**src/rtl/seg7_pkg.sv**
```systemverilog
// Shared constants and types for the 7-segment scan controller and its decoder.
// Latency: n/a (declarations only).
// Backpressure: n/a.
package seg7_pkg;

  // Active-low segment word with every segment dark.
  localparam logic [6:0] SEG_BLANK = 7'h7F;

  // Active-low anode word with every anode off. It is sized for the widest
  // supported display (8 digits); users slice it to their digit count.
  localparam logic [7:0] AN_OFF = 8'hFF;

  // One hexadecimal display digit.
  typedef logic [3:0] hex_t;

  // Width of a digit index. A single-digit display still gets a 1-bit index
  // so that no zero-width vectors are ever declared.
  function automatic int idx_width(input int n);
    return (n > 1) ? $clog2(n) : 1;
  endfunction

endpackage

```
**src/rtl/hex7seg.sv**
```systemverilog
// Hex digit to active-low 7-segment pattern decoder (0-9, A, b, C, d, E, F).
// Latency: combinational, zero cycles.
// Backpressure: none, pure function of the input.
// Ports: digit - 4-bit hex value; seg - active-low segments, seg[0] = a ... seg[6] = g.
module hex7seg
  import seg7_pkg::*;
(
  input  hex_t       digit,
  output logic [6:0] seg
);

  always_comb begin
    seg = SEG_BLANK;
    case (digit)
      4'h0: seg = 7'h40;
      4'h1: seg = 7'h79;
      4'h2: seg = 7'h24;
      4'h3: seg = 7'h30;
      4'h4: seg = 7'h19;
      4'h5: seg = 7'h12;
      4'h6: seg = 7'h02;
      4'h7: seg = 7'h78;
      4'h8: seg = 7'h00;
      4'h9: seg = 7'h10;
      4'hA: seg = 7'h08;
      4'hB: seg = 7'h03;
      4'hC: seg = 7'h46;
      4'hD: seg = 7'h21;
      4'hE: seg = 7'h06;
      4'hF: seg = 7'h0E;
      default: seg = SEG_BLANK;
    endcase
  end

endmodule

```
**src/rtl/seg7_scan_ctrl.sv**
```systemverilog
// Time-multiplexed common-anode 7-segment scanner with double-buffered value and leading-zero blanking.
// Latency: seg/dp/an/frame_tick are registered, one cycle behind the prescaler/index state.
// Backpressure: none; load is always accepted, last load before a frame boundary wins.
// Ports:
//   clk, rst_n        clock, synchronous active-low reset
//   en                scan enable (prescaler/index hold while low, anodes off)
//   load, value, dp_in  strobe capturing digits and decimal points into the pending buffer
//   lzb               leading-zero blanking enable
//   seg, dp, an       active-low segments, decimal point and anodes
//   frame_tick        one-cycle pulse the cycle after each frame boundary
//   pending           a loaded value is waiting for the next frame boundary
module seg7_scan_ctrl #(
  parameter int NUM_DIGITS   = 4,
  parameter int REFRESH_DIV  = 100000,
  parameter int BLANK_CYCLES = 1000
) (
  input  logic                    clk,
  input  logic                    rst_n,
  input  logic                    en,
  input  logic                    load,
  input  logic [4*NUM_DIGITS-1:0] value,
  input  logic [NUM_DIGITS-1:0]   dp_in,
  input  logic                    lzb,
  output logic [6:0]              seg,
  output logic                    dp,
  output logic [NUM_DIGITS-1:0]   an,
  output logic                    frame_tick,
  output logic                    pending
);
  import seg7_pkg::*;

  localparam int IDX_W = idx_width(NUM_DIGITS);
  localparam int CNT_W = $clog2(REFRESH_DIV);

  localparam logic [CNT_W-1:0]      CNT_LAST  = CNT_W'(REFRESH_DIV - 1);
  localparam logic [CNT_W-1:0]      BLANK_END = CNT_W'(BLANK_CYCLES);
  localparam logic [IDX_W-1:0]      IDX_LAST  = IDX_W'(NUM_DIGITS - 1);
  localparam logic [NUM_DIGITS-1:0] ANS_OFF   = AN_OFF[NUM_DIGITS-1:0];

  logic [CNT_W-1:0]        cnt;
  logic [IDX_W-1:0]        idx;
  logic [4*NUM_DIGITS-1:0] act_val;
  logic [NUM_DIGITS-1:0]   act_dp;
  logic [4*NUM_DIGITS-1:0] pend_val;
  logic [NUM_DIGITS-1:0]   pend_dp;

  logic                    cnt_last;
  logic                    boundary;
  logic                    in_blank;
  hex_t                    cur_digit;
  logic                    cur_dp;
  logic                    cur_lz;
  logic                    zero_above;
  logic [NUM_DIGITS-1:0]   an_act;
  logic [6:0]              dec_seg;

  assign cnt_last = (cnt == CNT_LAST);
  // A frame only ends while scanning; a held scan never produces a boundary.
  assign boundary = en && cnt_last && (idx == IDX_LAST);
  assign in_blank = (cnt < BLANK_END);

  // Select the digit being scanned. Walking from the most significant digit
  // down lets zero_above track "this digit and all higher digits are zero"
  // for leading-zero blanking in the same pass.
  always_comb begin
    cur_digit  = '0;
    cur_dp     = 1'b0;
    cur_lz     = 1'b0;
    an_act     = ANS_OFF;
    zero_above = 1'b1;
    for (int i = NUM_DIGITS - 1; i >= 0; i--) begin
      zero_above = zero_above & (act_val[4*i +: 4] == 4'h0);
      if (idx == IDX_W'(i)) begin
        cur_digit = act_val[4*i +: 4];
        cur_dp    = act_dp[i];
        cur_lz    = lzb && (i != 0) && zero_above;
        an_act[i] = 1'b0;
      end
    end
  end

  hex7seg u_hex7seg (
    .digit (cur_digit),
    .seg   (dec_seg)
  );

  always_ff @(posedge clk) begin
    if (!rst_n) begin
      cnt        <= '0;
      idx        <= '0;
      act_val    <= '0;
      act_dp     <= '0;
      pend_val   <= '0;
      pend_dp    <= '0;
      pending    <= 1'b0;
      frame_tick <= 1'b0;
      an         <= ANS_OFF;
      seg        <= SEG_BLANK;
      dp         <= 1'b1;
    end else begin
      if (en) begin
        cnt <= cnt_last ? '0 : cnt + 1'b1;
        if (cnt_last) begin
          idx <= (idx == IDX_LAST) ? '0 : idx + 1'b1;
        end
      end

      // The transfer reads the pending buffer as it stood before this edge,
      // so a load on the boundary cycle is held for the following frame.
      if (boundary && pending) begin
        act_val <= pend_val;
        act_dp  <= pend_dp;
      end

      if (load) begin
        pend_val <= value;
        pend_dp  <= dp_in;
        pending  <= 1'b1;
      end else if (boundary) begin
        pending  <= 1'b0;
      end

      frame_tick <= boundary;

      if (!en || in_blank) begin
        an  <= ANS_OFF;
        seg <= SEG_BLANK;
        dp  <= 1'b1;
      end else begin
        an  <= an_act;
        seg <= cur_lz ? SEG_BLANK : dec_seg;
        dp  <= ~cur_dp;
      end
    end
  end

endmodule

```
**config.mk**
```make
export PLATFORM = sky130hd
export DESIGN_NAME = seg7_scan_ctrl
export DESIGN_NICKNAME = d
export VERILOG_FILES = /design/src/rtl/seg7_pkg.sv /design/src/rtl/hex7seg.sv /design/src/rtl/seg7_scan_ctrl.sv
export SDC_FILE = /design/constraint.sdc
export NUM_CORES = 1
export LEC_CHECK = 0
export ABC_CLOCK_PERIOD_IN_PS = 5800
export BUFFER_PORTS_ARGS = -buffer_cell sky130_fd_sc_hd__clkbuf_2
export CORE_MARGIN = 5
export CORE_UTILIZATION = 47
export DETAILED_ROUTE_END_ITERATION = 7
export PLACE_DENSITY = 0.71
export SYNTH_ARGS = -nofsm -noshare
export SYNTH_HDL_FRONTEND = slang
export SYNTH_SLANG_ARGS = --single-unit
```
**constraint.sdc**
```tcl
create_clock -name clk -period 5.8 [get_ports clk]
set_clock_uncertainty 0.15 [all_clocks]
set_input_delay 0.58 -clock clk [delete_from_list [all_inputs] [get_ports clk]]
set_output_delay 0.58 -clock clk [all_outputs]
set_load 0.005 [all_outputs]
```
# After elaboration in Yosys (flattened, before gate mapping)
# Memory sizes are Yosys's and may differ from the RTL's. A register that Yosys moved wholly into a read port is not among the register bits.
# Cells that the tools add are included.
[word_totals]
reg_bits = 66
latch_bits = 0
ram_bits = 0
romBits = 112
input_bits = 25
out_inout_bits = 14
mem_count = 1
[op_classes]
add_sub_neg = 2
mul = 0
div_mod_pow = 0
magnitude_cmp = 1
n_eq_ne = 4
shift = 0
mux = 20
n_bitwise = 4
n_reduce_logical = 16
[memory_table]
columns = ["name", "depth", "word_bits", "read_ports", "rd_clocked_by_memory_dff", "wr", "line_no", "source"]
rows = [
  ["(name not given)", 16, 7, 1, 1, 0, "hex7seg.sv:14", "case (digit)"],
]
[ops]
columns = ["op", "n"]
rows = [
  ["$add 17x1->17 const B", 1],
  ["$eq 17x17->1 const B", 1],
  ["$lt 17x10->1 const B", 1],
  ["$mux 17", 1],
  ["$mux 4", 4],
  ["$mux 1", 14],
  ["$logic_not 4->1", 3],
  ["$logic_and 1x1->1", 6],
  ["$eq 2x2->1 const B", 2],
  ["$reduce_or 3->1", 1],
  ["$add 2x1->2 const B", 1],
  ["$and 1x1->1", 2],
  ["$eq 2x1->1 const B", 1],
  ["$logic_not 2->1", 1],
  ["$mux 2", 1],
  ["$not 1->1", 2],
  ["$reduce_and 2->1", 1],
  ["$reduce_bool 2->1", 1],
  ["$reduce_or 2->1", 1],
  ["$logic_not 1->1", 1],
  ["$logic_or 1x1->1", 1],
]

# Depth between registers and ports, before layout
# Gate-level depths: netlist of run 1.
[depth]
depth_word = 7
mapped_depth = 11
ltp_nobuf = 9

# Modules after synthesis
# From an unflattened synthesis of run 1, not the netlist that was laid out.
[hier_totals]
cells_unflattened = 378
hier_area_um2 = 3424.5
[by_module_without_submodules]
columns = ["mod", "n_inst", "cells_each", "area_each_um2"]
rows = [
  ["seg7_scan_ctrl", 1, 346, 3149.3],
  ["hex7seg", 1, 32, 275.3],
]

# Least setup slack after synthesis of run 1
# OpenSTA, ideal clock, no wires.
[synth_timing]
path_kind = "reg-to-reg"
startpoint = "reg idx[0]"
endpoint = "reg seg[0]"
arrival_time_ps = 2108
required_time_ps = 5518
slack_ps = 3410
stages_incl_launch_ff = 12
path_buffers = 2
synth_period_minus_slack_ps = 2390
path_cell_list = "dfxtp_1 inv_1 ha_1 clkbuf_1 buf_2 a211oi_1 a221o_1 inv_1 ha_1 or3_1 o221ai_1 nand2_1"
[synth_between]
elab_chain_len = 6
elab_cells_between_ends = 13
[synth_rtl]
columns = ["element", "line_no", "source"]
rows = [
  ["start: declaration", "seg7_scan_ctrl.sv:41", "logic [IDX_W-1:0] idx;"],
  ["start signal: assignment", "seg7_scan_ctrl.sv:104", "idx <= (idx == IDX_LAST) ? '0 : idx + 1'b1;"],
  ["$eq 2x2->1", "seg7_scan_ctrl.sv:73", "if (idx == IDX_W'(i)) begin"],
  ["$mux 1 (4 in a row)", "seg7_scan_ctrl.sv:73", ""],
  ["$reduce_or 3->1 (no line)", "n/a", ""],
  ["end: declaration", "seg7_scan_ctrl.sv:24", "output logic [6:0] seg,"],
]
# Parallel ways exist; a longest one is shown, timed or not.
# A chain may end at the register's enable or synchronous reset.

# Worst setup path in the final report of run 1
[layout_timing]
startpoint = "reg cnt[0]"
endpoint = "reg act_dp[1]"
[layout_between]
elab_chain_len = 4
[layout_rtl]
columns = ["element", "line_no", "source"]
rows = [
  ["start: declaration", "seg7_scan_ctrl.sv:40", "logic [CNT_W-1:0] cnt;"],
  ["start signal: assignment", "seg7_scan_ctrl.sv:102", "cnt <= cnt_last ? '0 : cnt + 1'b1;"],
  ["$eq 17x17->1", "seg7_scan_ctrl.sv:57", "assign cnt_last = (cnt == CNT_LAST);"],
  ["$logic_and 1x1->1 (2 in a row)", "seg7_scan_ctrl.sv:59", "assign boundary = en && cnt_last && (idx == IDX_LAST);"],
  ["$logic_and 1x1->1", "seg7_scan_ctrl.sv:110", "if (boundary && pending) begin"],
  ["end signal: assignment", "seg7_scan_ctrl.sv:112", "act_dp <= pend_dp;"],
  ["end: declaration", "seg7_scan_ctrl.sv:43", "logic [NUM_DIGITS-1:0] act_dp;"],
]
# No other way between the ends.

==> out/qor.csv, run 1 <==
stage;metric;value;unit
critical_path;reg-to-reg slack, setup;2.92;ns
power;sequential share of power;0.527;
clocking;CTS max path bufs;2;
cells_and_area;area grow syn2layout;13.1;%
synthesis;Mapped Avg Cell Area;9.67;sq um
timing;Least-Margin Pin Slew;1.22;ns
timing;RSZ-0062 raised after global routing;false;
power;leak pwr;1.40;nW
clocking;worst-skew pair later-pin latency;0.35;ns
power;switch share;0.206;
timing;Tcrit/Tclk final;0.497;
power;Comb power frac;0.040;
synthesis;complex-gate fraction of the synthesized area;0.0749;
timing;Slew Viols, Final;0;
critical_path;worst-path cell chain;ha_1, nand3_1, or4_4, nor3_4, mux2i_1, nor2b_1;
cells_and_area;ANT cells;0;
synthesis;mux cell area share after synthesis;0.129;
power;clock power share;0.433;
timing;post-route setup TNS;0;ns
timing;fin crit period;2.88;ns
critical_path;CP max stage delay;0.99;ns
timing;Final setup viols;0;
critical_path;CP startpoint;cnt[0]$_SDFFE_PN0P_;
synthesis;flops & latches, synth;73;
routing;detailed-route via count;2316;
critical_path;worst setup path endpoint;act_dp[1]$_SDFFE_PN0P_;
status;status;finished clean;
clocking;H-tree depth;3;
flow_run;Max-Cap Viols;0;
critical_path;Slowest-stage cell, CP;nor3_4;
cells_and_area;Multi-input gate area;1660;sq um
routing;# DRC;0;
place;GP Congestion;0.804;
routing;vias per cell;5.12;
critical_path;cells on worst reg2reg path;6;
global_routing;largest net degree at the start of global routing;47;
synthesis;Mapped Nets;372;
synthesis;warnings from Yosys;0;
clocking;clock sinks;73;
power;Worst VDD drop;0.000206;V
floorplan;floorplan row count;30;
critical_path;Worst R2R End;act_dp[1]$_SDFFE_PN0P_;
critical_path;required time worst endpoint;5.88;ns
clocking;Reg clk slew, reported paths;0.08;ns
global_routing;vias in the first global route;2249;
timing;Peak Freq;347;MHz
synthesis;Post-Synthesis Cell Area;3260;sq um
routing;Final ANT Viol Nets;0;
power;pwr dens;267;nW/um^2
critical_path;RR Startpoint;cnt[0]$_SDFFE_PN0P_;
global_routing;gr ovfl total;0;
cells_and_area;FILL cells;625;
floorplan;die width;93.3;um
synthesis;part of the Yosys area used for sequential elements;0.449;
cells_and_area;FF/Latch Area;1460;sq um
power;P_int;0.779;mW
routing;final WL;5870;um
floorplan;Die ar.;8700;sq um
synthesis;Post-Syn Instances;337;
synthesis;Simple-Gate Fraction of Synth Area;0.222;
synthesis;Distinct cells, synth;41;
place;Port Buf Inserts;38;
clocking;CTS tree;built;
power;Sw Pwr;0.203;mW
cells_and_area;layout cells sized above 1;0.159;
routing;initial DRC count;122;
global_routing;first-pass GRT wire length;9970;um
clocking;Post-CTS Setup Bufs;0;
critical_path;Setup crit end kind;flip-flop;
global_routing;initial antenna violation count;0;
synthesis;post-synthesis xor/xnor area fraction;0.0457;
critical_path;CP arrival;2.96;ns
clocking;Post-CTS Hold Fix Bufs;0;
synthesis;combinational family with the most area after synthesis;simple AND/OR/NAND/NOR gates;
clocking;Post-CTS Resized;0;
timing;Hold Fails Final Rpt;0;
clocking;CTS Root Cell;clkbuf_8;
place;HPWL after DPL;4060;um
synthesis;Synth Area in Adders;0.0384;
worst_hold_path;min-delay worst type;input pin to flip-flop;
cells_and_area;nets;402;
power;total power;0.982;mW
critical_path;worst-path fanout max;20;
floorplan;die height;93.3;um
routing;routed len/inst;13.0;um
floorplan;io pins;39;
floorplan;placeable core area;6760;sq um
critical_path;Setup crit start kind;flip-flop;
critical_path;Setup CP Type;flip-flop to flip-flop;
floorplan;starting density of the core;0.482;
global_routing;Total GRT Usage;0.145;
routing;Pre-antenna DRT Iters;4;
timing;Slew headroom;0.182;
clocking;Num CTS Buffers;9;
## area by class of cell
class	count	share of cell area
inverters	12	0.0122
clock buffers	13	0.0486
multi-input cells	233	0.451
flip-flops and latches	73	0.397
repair buffers	38	0.0516
clock inverters	3	0.0126
well taps	80	0.0272
## registers in the layout, indices dropped and copies added (netlist names)
name and flops:
pend_dp 4, seg 7, cnt 17, pend_val 16
an 4, pending 1, act_dp 4, frame_tick 1
idx 2, act_val 16, dp 1
## how the worst min path moves through the flow
stage                            startpoint                         to  slack, ns  depth (start not counted)
floorplan            act_dp[0]$_SDFFE_PN0P_              dp$_SDFF_PP1_       0.32                          3
global placement     act_dp[3]$_SDFFE_PN0P_     act_dp[3]$_SDFFE_PN0P_       0.35                          2
detailed placement  act_val[3]$_SDFFE_PN0P_    act_val[3]$_SDFFE_PN0P_       0.36                          2
CTS                               value[15]  pend_val[15]$_SDFFE_PN0P_       0.33                          3
global route                       dp_in[1]    pend_dp[1]$_SDFFE_PN0P_       0.34                          3
finish                             dp_in[3]    pend_dp[3]$_SDFFE_PN0P_       0.35                          3
## synthesized netlist by cell type
cell | n | share of area
a21o_1 | 1 | 0.0023
mux2i_1 | 42 | 0.13
clkbuf_1 | 12 | 0.014
or4_4 | 1 | 0.0035
a221o_1 | 3 | 0.0092
ha_1 | 10 | 0.038
a21boi_0 | 2 | 0.0046
xnor2_1 | 7 | 0.019
and3_1 | 3 | 0.0058
a2bb2oi_1 | 1 | 0.0027
a21oi_1 | 2 | 0.0031
xor2_1 | 10 | 0.027
dfxtp_1 | 73 | 0.45
buf_6 | 2 | 0.0069
buf_2 | 3 | 0.0046
nand4_1 | 5 | 0.0096
nor3_4 | 1 | 0.0050
a21boi_1 | 1 | 0.0023
o221ai_1 | 2 | 0.0054
or4_1 | 1 | 0.0023
nor2_1 | 26 | 0.030
a211oi_1 | 5 | 0.012
and3_2 | 1 | 0.0023
nand3b_1 | 6 | 0.014
nor2b_1 | 43 | 0.083
nand3_1 | 7 | 0.011
o211ai_1 | 3 | 0.0069
buf_1 | 2 | 0.0023
nor4_1 | 4 | 0.0077
a221oi_2 | 1 | 0.0046
o311ai_0 | 2 | 0.0054
o41ai_1 | 1 | 0.0027
inv_1 | 12 | 0.014
and2_1 | 3 | 0.0058
o21ai_0 | 6 | 0.0092
nand2_1 | 22 | 0.025
o21a_1 | 1 | 0.0023
nor3_1 | 3 | 0.0046
or3_1 | 2 | 0.0038
o21ai_2 | 1 | 0.0027
nor3b_1 | 4 | 0.0092
## layout by cell type (no fill, tap or decap), drive strengths merged
| master | instances |
|---|---|
| xor2 | 10 |
| clkbuf | 51 |
| o221ai | 2 |
| xnor2 | 7 |
| a2bb2oi | 1 |
| clkinv | 1 |
| a211oi | 5 |
| mux2i | 42 |
| inv | 12 |
| or4 | 2 |
| and2 | 3 |
| nor3b | 4 |
| a21oi | 2 |
| and3 | 4 |
| a221oi | 1 |
| nor2b | 43 |
| o311ai | 2 |
| clkinvlp | 1 |
| nor2 | 26 |
| ha | 10 |
| nand3 | 7 |
| a21boi | 3 |
| o41ai | 1 |
| a21o | 1 |
| o21a | 1 |
| nand2 | 22 |
| nand3b | 6 |
| o21ai | 7 |
| o211ai | 3 |
| dfxtp | 73 |
| nor3 | 4 |
| or3 | 2 |
| nor4 | 4 |
| a221o | 3 |
| bufinv | 1 |
| nand4 | 5 |
## stage by stage
step | setup slack, ns | hold slack (ns) | std cells | util | area [sq um]
6_report | 2.92 | 0.345 | 452 | 0.545 | 3680
5_1_grt | 2.79 | 0.337 | 452 | 0.545 | 3680
4_1_cts | 2.91 | 0.327 | 452 | 0.545 | 3680
3_5_place_dp | 2.75 | 0.359 | 436 | 0.512 | 3460
3_3_place_gp | 2.83 | 0.348 | 436 | 0.512 | 3460
2_1_floorplan | 3.41 | 0.322 | 337 | - | 3260
## worst max-delay path: cells and delay by family (launching register included)
family | cells | cell delay (ns)
fa+ha+maj | 1 | 0.19
flops | 1 | 0.38
mux | 1 | 0.29
simple gates | 4 | 1.76
## cells by family after synthesis
group,count (synthesis)
xor gates and xnor gates,17
AOI/OAI and AO/OA,32
muxes,42
adders and majority gates,10
DFF,73
buffers and inverters,31
and+or+nand+nor,132
## per-layer routing
metal,up-vias,routed length [um],global-route usage
li1,1208,-,-
met1,1062,2560,0.162
met2,40,2890,0.245
met3,6,335,0.0579
met4,0,81,0.0562
met5,-,0,0
## power by group through the flow
stage | Combinational, mW | Sequential [mW] | Clock, mW
final | 0.0392 | 0.518 | 0.425
after global routing | 0.0434 | 0.519 | 0.462
after CTS | 0.0401 | 0.518 | 0.440
after detailed placement | 0.0398 | 0.529 | 0
after global placement | 0.0389 | 0.529 | 0
after floorplan | 0.0273 | 0.527 | 0
Power figures use the tool's default switching activity.
==> run 2, diff against run 1 <==
Settings changed: ABC_CLOCK_PERIOD_IN_PS 5800 to 2420, PLACE_DENSITY 0.71 to 0.73.
Clock period 5.8 ns to 2.42 ns, I/O delays scaled along.
==> run 2 against run 1 <==
  * Combinational power grew to 2.7 times the previous value
  * Core utilization grew 3.1 points
  * Register-to-register slack lost 2.8 ns
  * Fmax grew 27%
  * Cell area grew 5.7%
  * Routed wire length grew 9.9%
  * Clock power grew 110%
  * Final cell count grew 5.3%
  * Critical path depth grew 1
  * Non-clock buffer count grew 24
  * Sequential share of layout area shrank 2.1 points
  * Largest power group unchanged
==> out/qor.csv, run 2 (same netlist as run 1, synthesis figures left out) <==
stage;metric;value;unit;change
routing;initial DRC count;85;;-30%
critical_path;Worst path top cell family by delay;simple AND/OR/NAND/NOR gates;;
routing;final WL;6450;um;+9.9%
place;dpl cells;450;;+3.2%
global_routing;GR peak layer;met2;;
timing;fin crit period;2.26;ns;-0.618 ns
cells_and_area;nets;426;;+6.0%
timing;post-route setup TNS;0;ns;unchanged
power;sequential share of power;0.553;;+0.026
power;Worst VDD drop;0.000312;V;+52%
routing;# DRC;0;;unchanged
place;HPWL after DPL;4500;um;+11%
critical_path;crit path buf inv count;1;;+1
routing;vias per cell;5.19;;+1.4%
floorplan;floorplan row count;30;;unchanged
cells_and_area;fin util;0.576;;+0.0313
clocking;worst-skew pair later-pin latency;0.34;ns;about the same
global_routing;first-pass GRT wire length;10800;um;+8.2%
critical_path;RR Startpoint;cnt[0]$_SDFFE_PN0P_;;
timing;Hold Fails Final Rpt;0;;unchanged
cells_and_area;Biggest register;cnt;;
floorplan;starting density of the core;0.482;;unchanged
global_routing;largest net degree at the start of global routing;46;;-2.1%
power;switch share;0.212;;+0.00560
place;GP Congestion;0.908;;+13%
timing;Peak Freq;442;MHz;+27%
critical_path;Setup CP Type;flip-flop to flip-flop;;
cells_and_area;Largest register FFs;17;;unchanged
global_routing;met2 usage;0.260;;+0.0143
worst_hold_path;min-delay worst type;input pin to flip-flop;;
timing;Slew Viols, Final;0;;unchanged
power;P_int;1.77;mW;+130%
critical_path;worst-path cell chain;ha_1, nand3_2, or4_4, nor3_4, clkbuf_16, mux2i_1, nor2b_1;;
timing;Slew headroom;0.515;;+0.333
floorplan;io pins;39;;unchanged
cells_and_area;commonest non-fill, non-tap cell in the layout;dfxtp_1;;
critical_path;Slowest-stage cell, CP;or4_4;;
global_routing;Total GRT Usage;0.157;;+0.0120
critical_path;worst-path fanout max;10;;-50%
timing;Tcrit/Tclk final;0.935;;+0.438
cells_and_area;layout cells sized above 1;0.205;;+0.0459
global_routing;initial antenna violation count;0;;unchanged
worst_hold_path;min-delay src;value[7];;
cells_and_area;Largest regs;cnt: 17 flops, act_val: 16 flops, pend_val: 16 flops;;
cells_and_area;ANT cells;0;;unchanged
global_routing;met1 global-route usage;0.188;;+0.0260
clocking;Reg clk slew, reported paths;0.07;ns;about the same
cells_and_area;final non-filler cell total;476;;+5.3%
floorplan;Die ar.;8700;sq um;unchanged
floorplan;placeable core area;6760;sq um;unchanged
flow_run;Max-Cap Viols;0;;unchanged
power;clock power share;0.400;;-0.033
place;Port Buf Inserts;38;;unchanged
clocking;CTS Root Cell;clkbuf_8;;
routing;detailed-route via count;2472;;+6.7%
critical_path;CP arrival;2.35;ns;-0.61 ns
clocking;clock sinks;73;;unchanged
timing;RSZ-0062 raised after global routing;true;;
clocking;CTS max path bufs;2;;unchanged
routing;Pre-antenna DRT Iters;4;;unchanged
cells_and_area;area grow syn2layout;19.5;%;
critical_path;CP max stage delay;0.54;ns;-0.45 ns
cells_and_area;commonest cells after routing, fill and taps aside;dfxtp_1 (72), mux2i_1 (42), nor2b_1 (42), clkbuf_2 (38), nor2_1 (26);;
global_routing;vias in the first global route;2372;;+5.5%
status;status;finished clean;;
floorplan;die height;93.3;um;unchanged
critical_path;required time worst endpoint;2.50;ns;-3.38 ns
timing;hold slack final;0.0187;ns;-0.327 ns
clocking;Num CTS Buffers;9;;unchanged
timing;Final setup viols;0;;unchanged
routing;routed len/inst;13.5;um;+4.4%
routing;Final ANT Viol Nets;0;;unchanged
power;leak pwr;1.51;nW;+7.8%
critical_path;CP startpoint;cnt[0]$_SDFFE_PN0P_;;
power;Comb power frac;0.047;;+0.007
power;total power;2.24;mW;+130%
clocking;H-tree depth;3;;unchanged
timing;Least-Margin Pin Slew;0.728;ns;-0.496 ns
critical_path;Setup crit start kind;flip-flop;;
global_routing;gr ovfl total;0;;unchanged
floorplan;die width;93.3;um;unchanged
clocking;CTS tree;built;;
power;pwr dens;576;nW/um^2;+120%
global_routing;met3 usage in global routing;0.0467;;-0.0113
power;Sw Pwr;0.476;mW;+130%
critical_path;Setup crit end kind;flip-flop;;
## run 2: cell count changes in the layout (fill, tap and decap cells not counted), moves of 2 or more
cell / previous run / this run
buf_4: 0 / 15
dlygate4sd3_1: 0 / 7
ha_1: 10 / 7
ha_2: 0 / 3
clkinv_2: 0 / 2
## run 2: routing by layer
layer  up-vias  share of wire  routed length (um)
met5         -              0                   0
met1      1149           0.44                2870
met3        14          0.040                 261
li1       1260              -                   -
met2        49           0.50                3190
met4         0          0.019                 123
## run 2: path summary, 6_finish.rpt
path,endpoint,slack [ns],depth (start not counted)
worst max-delay path,act_val[3]$_SDFFE_PN0P_,0.16,7
worst min register to register,pend_val[15]$_SDFFE_PN0P_,0.37,2
worst min-delay path,pend_val[7]$_SDFFE_PN0P_,0.02,3
worst max register to register,act_val[3]$_SDFFE_PN0P_,0.16,7
## run 2: timing repair
action / 4_1_cts / 5_1_grt
setup endpoints to repair: 1 / 8
hold endpoints to repair: 7 / 0
cloned: 0 / 1
buffers inserted: 2 / 0
pin swaps: 1 / 1
gates resized for setup: 0 / 6
hold buffers: 7 / 0
## run 2: area by class of cell
cell class / instances / area [sq um]
fill: 616 / 2860
multi-input combinational: 233 / 1680
sequential: 73 / 1460
timing repair buffer: 62 / 418
clock buffer: 14 / 183
tap: 80 / 100
inverter: 12 / 45.0
clock inverter: 2 / 10.0
## run 2: worst register-to-register path, stage by stage (launching register included)
cell       delay [ns]
dfxtp_1          0.37
ha_1             0.20
nand3_2          0.13
or4_4            0.54
nor3_4           0.26
clkbuf_16        0.24
mux2i_1          0.20
nor2b_1          0.06
## run 2: power groups by stage
stage | registers, mW | clock network (mW) | logic (mW)
global placement | 1.27 | 0 | 0.0957
CTS | 1.24 | 0.930 | 0.107
floorplan | 1.26 | 0 | 0.0655
global route | 1.24 | 0.993 | 0.118
finish | 1.24 | 0.897 | 0.106
detailed placement | 1.27 | 0 | 0.0981
## run 2: per-stage QoR
step | worst slack [ns] | area (sq um)
after floorplan | 0.0300 | 3260
after detailed placement | -0.0189 | 3580
after global routing | -0.0160 | 3890
after global placement | 0.116 | 3580
final | 0.157 | 3890
after CTS | 0.0278 | 3850
==> run 3, diff against run 2 <==
Settings changed: BUFFER_PORTS_ARGS -buffer_cell sky130_fd_sc_hd__clkbuf_2 to -buffer_cell sky130_fd_sc_hd__buf_2.
==> run 3 against run 2 <==
  * Fmax fell by 2.0%
  * Core utilization fell by 0.26 points
  * Routed wire length fell by 0.92%
  * Worst setup slack got worse by 0.046 ns
  * Final cell count fell by 0.63%
  * Clock-buffer cell count fell by 4
  * Largest power group unchanged
==> out/qor.csv, run 3 (same netlist as run 1, synthesis figures left out) <==
stage;metric;value;unit;change
timing;Slew Viols, Final;0;;unchanged
clocking;CTS tree;built;;
global_routing;met2 usage;0.263;;+0.00357
cells_and_area;Biggest register;cnt;;
timing;Least-Margin Pin Slew;0.643;ns;-0.0847 ns
timing;Final setup viols;0;;unchanged
timing;Peak Freq;433;MHz;-2.0%
critical_path;Setup crit start kind;flip-flop;;
cells_and_area;area grow syn2layout;19.0;%;
critical_path;critical path depth;9;;+2
timing;Tcrit/Tclk final;0.954;;+0.0191
global_routing;Total GRT Usage;0.152;;-0.00512
routing;# DRC;0;;unchanged
global_routing;first-pass GRT wire length;10600;um;-2.1%
timing;Hold Fails Final Rpt;0;;unchanged
floorplan;die width;93.3;um;unchanged
cells_and_area;Final Cell Area;3880;sq um;-0.45%
critical_path;worst-path fanout max;10;;unchanged
critical_path;Slowest-stage cell, CP;or3_1;;
cells_and_area;ANT cells;0;;unchanged
clocking;worst-skew pair later-pin latency;0.34;ns;about the same
cells_and_area;commonest cells after routing, fill and taps aside;dfxtp_1 (72), mux2i_1 (42), nor2b_1 (42), buf_2 (38), nor2_1 (26);;
place;HPWL after DPL;4440;um;-1.2%
critical_path;CP arrival;2.39;ns;+0.04 ns
cells_and_area;commonest non-fill, non-tap cell in the layout;dfxtp_1;;
critical_path;required time worst endpoint;2.50;ns;about the same
floorplan;die height;93.3;um;unchanged
clocking;clock sinks;73;;unchanged
worst_hold_path;min-delay src;value[10];;
floorplan;placeable core area;6760;sq um;unchanged
floorplan;starting density of the core;0.482;;unchanged
critical_path;CP max stage delay;0.36;ns;-0.18 ns
clocking;CTS max path bufs;2;;unchanged
cells_and_area;Largest regs;cnt: 17 flops, act_val: 16 flops, pend_val: 16 flops;;
routing;vias per cell;5.16;;-0.71%
power;Worst VDD drop;0.000398;V;+27%
status;status;finished clean;;
global_routing;met1 global-route usage;0.177;;-0.0111
critical_path;Worst R2R End;seg[0]$_SDFF_PP1_;;
critical_path;crit path buf inv count;2;;+1
flow_run;Max-Cap Viols;0;;unchanged
critical_path;Top cell by count, worst path;inv_1;;
cells_and_area;FILL cells;609;;-1.1%
floorplan;io pins;39;;unchanged
critical_path;worst setup path endpoint;seg[0]$_SDFF_PP1_;;
cells_and_area;nets;423;;-0.70%
place;Port Buf Inserts;38;;unchanged
clocking;H-tree depth;3;;unchanged
floorplan;floorplan row count;30;;unchanged
critical_path;reg-to-reg slack, setup;0.11;ns;-0.05 ns
critical_path;Setup crit end kind;flip-flop;;
global_routing;met3 usage in global routing;0.0515;;+0.00483
critical_path;cells on worst reg2reg path;9;;+2
power;pwr dens;585;nW/um^2;+1.6%
power;total power;2.27;mW;+1.2%
routing;detailed-route via count;2439;;-1.3%
routing;final WL;6390;um;-0.92%
critical_path;Setup CP Type;flip-flop to flip-flop;;
global_routing;initial antenna violation count;0;;unchanged
critical_path;RR Startpoint;idx[1]$_SDFFE_PN0P_;;
global_routing;vias in the first global route;2366;;-0.25%
floorplan;Die ar.;8700;sq um;unchanged
clocking;Num CTS Buffers;9;;unchanged
critical_path;Worst path top cell family by delay;simple AND/OR/NAND/NOR gates;;
routing;initial DRC count;117;;+38%
worst_hold_path;min-delay worst type;input pin to flip-flop;;
global_routing;GR peak layer;met2;;
place;dpl cell area;3570;sq um;-0.21%
clocking;Reg clk slew, reported paths;0.07;ns;about the same
clocking;CTS Root Cell;clkbuf_8;;
critical_path;worst-path cell chain;inv_1, ha_2, nor3b_1, a221o_1, inv_1, ha_1, or3_1, o221ai_1, nand2_1;;
power;leak pwr;1.48;nW;-2.2%
timing;fin crit period;2.31;ns;+0.0462 ns
place;GP Congestion;0.884;;-2.7%
cells_and_area;Largest register FFs;17;;unchanged
global_routing;gr ovfl total;0;;unchanged
routing;Pre-antenna DRT Iters;4;;unchanged
cells_and_area;layout cells sized above 1;0.211;;+0.00665
critical_path;CP startpoint;idx[1]$_SDFFE_PN0P_;;
routing;Final ANT Viol Nets;0;;unchanged
global_routing;largest net degree at the start of global routing;46;;unchanged
routing;routed len/inst;13.5;um;-0.29%
timing;Slew headroom;0.571;;+0.0564
-- run 3: cell types whose count changed in the layout (fill, tap and decap cells not counted), moves of 2 or more --
cell,before,now
a211oi_1,5,3
a211oi_2,0,2
buf_2,0,38
clkbuf_2,38,0
clkbuf_8,13,10
clkinv_2,2,4
dlygate4sd3_1,7,5
-- run 3: worst min-delay path by stage --
stage | endpoint | cells after the start
global placement | pend_dp[0]$_SDFFE_PN0P_ | 2
CTS | pend_dp[1]$_SDFFE_PN0P_ | 3
finish | pend_val[10]$_SDFFE_PN0P_ | 3
floorplan | cnt[0]$_SDFFE_PN0P_ | 2
global route | pend_val[11]$_SDFFE_PN0P_ | 3
detailed placement | pend_val[3]$_SDFFE_PN0P_ | 3
-- run 3: final cells by class --
class / count / area [sq um] / area share
timing repair buffer: 59 / 390 / 0.101
inverter: 12 / 45.0 / 0.0116
clock inverter: 6 / 57.6 / 0.0148
tap: 80 / 100 / 0.0258
clock buffer: 10 / 138 / 0.0355
sequential: 73 / 1460 / 0.377
multi-input combinational: 233 / 1680 / 0.434
-- run 3: routing by layer --
layer	vias to the layer above	share of wire
li1	1247	-
met1	1128	0.44
met2	52	0.50
met3	12	0.047
met4	0	0.017
met5	-	0
-- run 3: repair_timing --
item,in CTS,in global routing
hold endpoints to repair,5,0
setup buffers,0,2
resized for setup,0,9
setup endpoints to repair,0,10
hold buffers,5,0
-- run 3: through the flow --
step | instances | setup slack [ns] | utilization | TNS [ns] | hold WS (ns)
after global routing | 473 | -0.0515 | 0.574 | -0.0787 | 0.0144
final | 473 | 0.111 | 0.574 | 0 | 0.0104
after floorplan | 337 | 0.0300 | - | 0 | 0.240
after detailed placement | 449 | 0.0490 | 0.528 | 0 | 0.360
after global placement | 449 | 0.137 | 0.528 | 0 | 0.346
after CTS | 470 | 0.0387 | 0.564 | 0 | 0.0000269
-- run 3: power breakdown --
part / leakage (nW) / internal (mW) / total [mW] / switching [mW]
Clock: 0.102 / 0.496 / 0.926 / 0.430
Combinational: 0.784 / 0.0581 / 0.103 / 0.0449
Sequential: 0.594 / 1.23 / 1.24 / 0.0150
Total: 1.48 / 1.78 / 2.27 / 0.490
-- run 3: worst min-delay path: cells and delay by family --
family        cells  cell delay (ns)
mux               1             0.05
buf+inv           1             0.07
simple gates      1             0.09
